$ cat src/rtl/mux_sel_ctrl_pkg.sv
// Shared defaults for the mux select path and board-button debouncing.
// Widths here track the 4-way key/value mux KEY_LEN.
package mux_sel_ctrl_pkg;

    localparam int SEL_W_DEF      = 2;
    localparam int NR_KEY_DEF     = 4;
    localparam int DEB_CYCLES_BTN = 16;
    localparam int SCAN_DIV_DEF   = 1000;

    typedef enum logic [1:0] {
        UPD_NONE,
        UPD_LOAD,
        UPD_STEP,
        UPD_SCAN
    } upd_src_e;

    // Width of a counter that must hold 0..n-1.
    function automatic int cnt_w(input int n);
        return (n > 1) ? $clog2(n) : 1;
    endfunction

endpackage

$ cat src/rtl/mux_sel_ctrl_btn_debounce.sv
// Board button conditioner: 2-flop synchronizer, stable-level debounce,
// and rising-edge pulse of the debounced level.
module btn_debounce
    import mux_sel_ctrl_pkg::*;
#(
    parameter int DEB_CYCLES = DEB_CYCLES_BTN
) (
    input  logic clk,
    input  logic rst_n,
    input  logic raw,
    output logic level,
    output logic rise_pulse
);

    localparam int CNT_W = cnt_w(DEB_CYCLES);
    localparam logic [CNT_W-1:0] CNT_LAST = CNT_W'(DEB_CYCLES - 1);

    logic             s1;
    logic             s2;
    logic             deb;
    logic             deb_d;
    logic [CNT_W-1:0] cnt;
    logic             deb_nxt;
    logic [CNT_W-1:0] cnt_nxt;

    always_comb begin
        deb_nxt = deb;
        cnt_nxt = '0;
        if (s2 != deb) begin
            if (cnt == CNT_LAST) begin
                deb_nxt = s2;
            end else begin
                cnt_nxt = cnt + 1'b1;
            end
        end
    end

    always_ff @(posedge clk or negedge rst_n) begin
        if (!rst_n) begin
            s1    <= 1'b0;
            s2    <= 1'b0;
            deb   <= 1'b0;
            deb_d <= 1'b0;
            cnt   <= '0;
        end else begin
            s1    <= raw;
            s2    <= s1;
            deb   <= deb_nxt;
            deb_d <= deb;
            cnt   <= cnt_nxt;
        end
    end

    assign level      = deb;
    assign rise_pulse = deb & ~deb_d;

endmodule

$ cat src/rtl/mux_sel_ctrl.sv
// Select-key generator for the 4-way key/value mux: button step,
// direct switch load and optional auto-scan, arbitrated once per cycle.
module mux_sel_ctrl
    import mux_sel_ctrl_pkg::*;
#(
    parameter int SEL_W      = SEL_W_DEF,
    parameter int NR_KEY     = NR_KEY_DEF,
    parameter int DEB_CYCLES = DEB_CYCLES_BTN,
    parameter int SCAN_DIV   = SCAN_DIV_DEF
) (
    input  logic             clk,
    input  logic             rst_n,
    input  logic             btn_raw,
    input  logic             load_valid,
    input  logic [SEL_W-1:0] load_sel,
    input  logic             auto_en,
    output logic [SEL_W-1:0] sel,
    output logic             sel_chg
);

    localparam int SCAN_W = cnt_w(SCAN_DIV);
    localparam logic [SCAN_W-1:0] SCAN_LAST = SCAN_W'(SCAN_DIV - 1);
    localparam logic [SEL_W-1:0]  SEL_LAST  = SEL_W'(NR_KEY - 1);
    localparam logic [SEL_W:0]    NR_KEY_X  = (SEL_W + 1)'(NR_KEY);

    logic              btn_level;
    logic              btn_rise;
    logic              step_req;
    logic              load_ok;
    logic              scan_tick;
    logic              load_win;
    logic              step_win;
    logic              scan_win;
    upd_src_e          upd_src;
    logic [SEL_W-1:0]  sel_inc;
    logic [SEL_W-1:0]  sel_nxt;
    logic              chg_nxt;
    logic [SCAN_W-1:0] scount;
    logic [SCAN_W-1:0] scount_nxt;

    btn_debounce #(
        .DEB_CYCLES (DEB_CYCLES)
    ) u_btn (
        .clk        (clk),
        .rst_n      (rst_n),
        .raw        (btn_raw),
        .level      (btn_level),
        .rise_pulse (btn_rise)
    );

    assign step_req  = btn_rise & btn_level;
    assign load_ok   = load_valid && ({1'b0, load_sel} < NR_KEY_X);
    assign scan_tick = auto_en && (scount == SCAN_LAST);
    assign sel_inc   = (sel == SEL_LAST) ? '0 : sel + 1'b1;

    // Out-of-range loads fall out of arbitration entirely.
    assign load_win = load_ok;
    assign step_win = step_req & ~load_ok;
    assign scan_win = scan_tick & ~load_ok & ~step_req;

    always_comb begin
        upd_src = UPD_NONE;
        unique case (1'b1)
            load_win: upd_src = UPD_LOAD;
            step_win: upd_src = UPD_STEP;
            scan_win: upd_src = UPD_SCAN;
            default:  upd_src = UPD_NONE;
        endcase
    end

    always_comb begin
        sel_nxt    = sel;
        chg_nxt    = 1'b0;
        scount_nxt = '0;
        if (auto_en && !scan_tick) begin
            scount_nxt = scount + 1'b1;
        end
        unique case (upd_src)
            UPD_LOAD: begin
                sel_nxt    = load_sel;
                chg_nxt    = 1'b1;
                scount_nxt = '0;
            end
            UPD_STEP: begin
                sel_nxt    = sel_inc;
                chg_nxt    = 1'b1;
                scount_nxt = '0;
            end
            UPD_SCAN: begin
                sel_nxt = sel_inc;
                chg_nxt = 1'b1;
            end
            default: begin
                sel_nxt = sel;
            end
        endcase
    end

    always_ff @(posedge clk or negedge rst_n) begin
        if (!rst_n) begin
            sel     <= '0;
            sel_chg <= 1'b0;
            scount  <= '0;
        end else begin
            sel     <= sel_nxt;
            sel_chg <= chg_nxt;
            scount  <= scount_nxt;
        end
    end

endmodule

$ cat config.mk
export PLATFORM = sky130hd
export DESIGN_NAME = mux_sel_ctrl
export DESIGN_NICKNAME = d
export VERILOG_FILES = /design/src/rtl/mux_sel_ctrl_pkg.sv /design/src/rtl/mux_sel_ctrl_btn_debounce.sv /design/src/rtl/mux_sel_ctrl.sv
export SDC_FILE = /design/constraint.sdc
export NUM_CORES = 1
export LEC_CHECK = 0
export ABC_AREA = 1
export BUFFER_PORTS_ARGS = -buffer_cell sky130_fd_sc_hd__buf_4
export CAP_MARGIN = 20
export CORE_MARGIN = 2
export CORE_UTILIZATION = 50
export DETAILED_ROUTE_END_ITERATION = 8
export GPL_TIMING_DRIVEN = 0
export HOLD_SLACK_MARGIN = 0.12
export PLACE_DENSITY = 0.69
export SYNTH_ARGS = -nofsm -noshare
export SYNTH_HDL_FRONTEND = slang
export SYNTH_SLANG_ARGS = --single-unit
$ cat constraint.sdc
create_clock -name clk -period 3.85 [get_ports clk]
set_input_delay 0.1925 -clock clk [delete_from_list [all_inputs] [get_ports clk]]
set_output_delay 0.1925 -clock clk [all_outputs]
set_load 0.02 [all_outputs]
==> results by stage <==
Clock network:
- Post-CTS timing repair inserted 0 buffers for setup.
- TritonCTS built the clock tree.
- The clock insertion delay at the later pin of the skew report is roughly 0.30 ns.
- The level count of the clock H-tree is 1.
- Counting along the longest clock path gives a buffer depth of 2.
- CTS placed an instance of clkbuf_4 at the clock tree root.
- The post-cts repair resize count is 0.
- Buffers inserted during clock tree synthesis total 3.
- The clock sink total is 21.
- After clock tree synthesis, the clock-pin slew on the worst setup and hold paths is roughly 0.11 ns.
- Buffers inserted to repair hold after CTS numbered 2.

Route:
- The number of violations reported at the end of detailed-routing iteration 0 is 10.
- Wires add up to 1.539 mm.
- The number of remaining DRC errors is 0.
- After detailed routing, the average wire length per cell comes to 10.40 µm.
- The routed via count is 707.
- The remaining antenna violation count is 0.
- After detailed routing, the number of vias per cell comes to 4.777.
- The first-pass iteration count of the detailed router is 6.

Global routing:
- The number of antenna violations at the first check in global routing came to 0.
- The first-pass GRT wire length is slightly below 3 mm.
- The layer with the highest usage is met2.
- The largest net degree at the start of global routing is 22.
- In the global route stage, met3 resource usage came out at 3.681%.
- For this run, global-route usage on met2 was measured as 27.17%.
- The via count of the first global-routing pass is 711.
- The total routing resource utilization after global routing is between 15 and 20%.
- For this run, global-route usage on met1 was measured as around 20%.
- For this run the aggregate overflow at the end of global routing stands at 0.

Worst setup path:
- The launching element type of the critical path is a flip-flop.
- The launch point of the critical path is scount[0].
- The arrival time of data at the critical path endpoint is around 2.3 ns.
- The kind of cell adding the most delay to the critical path is simple AND/OR/NAND/NOR gates.
- The signal on the critical path passes through ha_1 -> nand2_1 -> nor2_4 -> nand3_2 -> nand2_2 -> nand2_2 -> ha_1 -> inv_1 -> nand3_4 -> a21oi_1 -> o21a_1.
- In this run the critical register-to-register path is captured at scount[8].
- The reg2reg setup slack is between 1.5 and 2 ns.
- The cell at the slowest stage of the critical path is dfrtp_1.
- In this run the critical register-to-register path is launched from scount[0].
- Together, buffers and inverters on the worst path number 1.
- The required time reported for the critical path endpoint is 4.10 ns.
- The largest fanout on the critical path is 10.
- The kind of end point of the critical path is a flip-flop.
- The critical path's largest stage delay is around 0.45 ns.
- The worst register-to-register path has a depth of 11.
- The setup path with the least slack is of type flip-flop to flip-flop.

Die:
- The die covers 0.002398 mm².
- The region available for standard cell placement spans 0.001942 mm².
- 10 I/O pins were placed.
- For this configuration, the core starts out at a cell density of 52.06%.
- In this run the core area contains 16 standard-cell rows.
- The die boundary width is 48.97 µm.
- From bottom edge to top edge, the die measures 48.97 µm.

Synth:
- The number of storage elements in the synthesis netlist is 21.
- By area the synthesized netlist is led by dfrtp_1 (52%), nor2_1 (5.2%), ha_1 (5.0%).
- Counting instances in the post-synthesis netlist gives the leading cell types as dfrtp_1 (21), nor2_1 (14), inv_1 (13), nand2_1 (13), nand3_1 (9).
- The number of standard cells after synthesis is 106.
- In this run the mean area of a mapped cell was 9.537 µm².
- The total of warnings raised by yosys is 0.
- For this run, the leading register cell type out of synthesis is dfrtp_1.
- Counting every net in the synthesized netlist gives 117.
- The combined area of all synthesized cells is 0.001011 mm².
- The post-synthesis async set-or-reset flop share is 100.0%.
- The post-synthesis cell type count is 23.
- The top cell type's share of synthesized area is 51.98%.
- The number of flops mapped to enable cells by yosys is 0.
- Among all cell types in the netlist, the one instantiated most often is dfrtp_1.
- The post-synthesis cell type with the largest combined area is dfrtp_1.
- The part of the Yosys area used for sequential elements is 51.98%.

STA:
- At the pin with the least slew margin, the transition time is 0.2642 ns.
- The worst clock skew is 0.003203 ns.
- The final setup violation count is 0.
- The max-slew violation count is 0.
- The share of the clock period used by the worst path is 51.98%.
- The worst-case setup margin in the final layout is 1.849 ns.
- The maximum achievable frequency is 499.7 MHz.
- The time the worst path needs with I/O delays and setup is between 2 and 2.5 ns.
- After routing, the total negative slack on setup checks comes to 0 ns.
- The relative slew slack is 82.39%.
- The number of endpoints with negative hold slack in the final report is 0.
- Setup repair after global routing left no endpoint under its margin.

Power and ir drop:
- The leakage power of the design is 0.5460 nW.
- The power per cell area is 321.3 mW/mm².
- The worst-case IR drop observed on VDD is 234.1 µV.

Run status:
- The run finished with clean final reports.

Hold path:
- Along the worst hold path, the cell count comes to 5.
- In this run the most critical hold path is launched from load_sel[0].
- The worst hold endpoint is sel[0].
- In this run the worst hold path is classified as primary input to flip-flop.

Placed design:
- The minimum setup slack after placement is 1.860 ns.
- The final estimated routing congestion in global placement is 0.7717.
- The count of buffers added on input and output ports is 9.
- The total half-perimeter wirelength after legalization and detailed placement is 1.197 mm.
- Once placement finished, the instance area stood at roughly 0.0011 mm².

Layout:
- The number of nets in the final layout is 133.
- Counting the fill cells in the layout gives 177.
- In the final layout, the multi-input gates occupy 425.4 µm².
- Summing all flip-flop and latch instances after layout gives 525.5 µm².
- Once layout is complete, the utilization of the core stands at 59.66%.
- The repair_antennas step left the layout with diodes totalling 0.
- The ratio of cells with drive above 1 in the final layout is 22.31%.
- After routing the design area is roughly 0.0012 mm².
- The layout overhead on the synthesized area is 14.60%.

Job:
- Max-cap violations in this run came to 0.
worst reg2reg max path: cells and delay by family (launching register included):
kind                       cells  cell delay [ns]
AOI/OAI and AO/OA              2             0.29
and+or+nand+nor                6             0.68
DFF                            1             0.45
buffers and inverters          1             0.09
adders and majority gates      2             0.46
cell usage in the layout (no fill, tap or decap):
master          n
dfrtp_1        21
xnor2_1         2
dlygate4sd3_1   2
nand3_4         1
nand3_2         1
nand2_2         4
inv_1          13
nor2_1         14
nor3b_1         1
xor2_1          4
clkbuf_4        3
nor2_2          1
inv_2           3
nor3_1          1
nand2_1        13
o21a_1          2
buf_4           9
nand3_1         9
mux2_2          1
ha_1            4
nor2_4          1
clkbuf_1        1
a21oi_1         3
nor3_2          2
nand3b_1        1
or2_2           1
nand4_1         3
stage by stage:
stage / cells / hold slack [ns] / total power, W
floorplan: 106 / -0.1031 / 0.0002554
global placement: 142 / 0.08528 / 0.0002717
detailed placement: 142 / 0.09333 / 0.0002738
CTS: 148 / 0.1740 / 0.0003823
global route: 148 / 0.2094 / 0.0003939
finish: 148 / 0.1908 / 0.0003723
per-layer routing:
| metal | share of wire, % | vias to the layer above |
|---|---|---|
| met3 | 3.1 | 4 |
| met1 | 45 | 328 |
| met2 | 50 | 11 |
| met4 | 2.1 | 0 |
| met5 | 0 | - |
| li1 | - | 364 |
registers in the layout, indices dropped and copies added, names as in the netlist:
signal,flops
sel_chg,1
sel,2
u_btn.s1,1
u_btn.cnt,4
u_btn.level,1
u_btn.deb_d,1
u_btn.s2,1
scount,10
how the worst max path moves through the flow:
stage / endpoint / slack (ns) / cells past startpoint
2_1_floorplan: scount[8] / 2.05 / 11
3_3_place_gp: scount[8] / 1.89 / 11
3_5_place_dp: scount[8] / 1.86 / 11
4_1_cts: scount[8] / 1.83 / 11
5_1_grt: scount[8] / 1.62 / 11
6_report: scount[8] / 1.85 / 11
cell families (layout without fill, tap and decap cells):
kind of cell / Yosys count / after routing / synth area share [%]
simple gates: 53 / 53 / 27.85
mux: 1 / 1 / 1.114
buf+inv: 16 / 31 / 5.941
flops: 21 / 21 / 51.98
fa+ha+maj: 4 / 4 / 4.951
compound gates: 5 / 5 / 2.969
xor+xnor: 6 / 6 / 5.198
report_power, final:
| part | switching (W) | internal, W |
|---|---|---|
| registers | 0.00000554 | 0.000227 |
| logic | 0.0000204 | 0.0000163 |
| clock network | 0.0000623 | 0.0000404 |
final cells by class:
| class | count | share of cell area, % |
|---|---|---|
| inverters | 16 | 5.184 |
| clock buffers | 4 | 2.268 |
| flip-flops and latches | 21 | 45.36 |
| well taps | 27 | 2.916 |
| repair buffers | 11 | 7.559 |
| multi-input cells | 69 | 36.72 |
(Power assumes the default switching activity.)
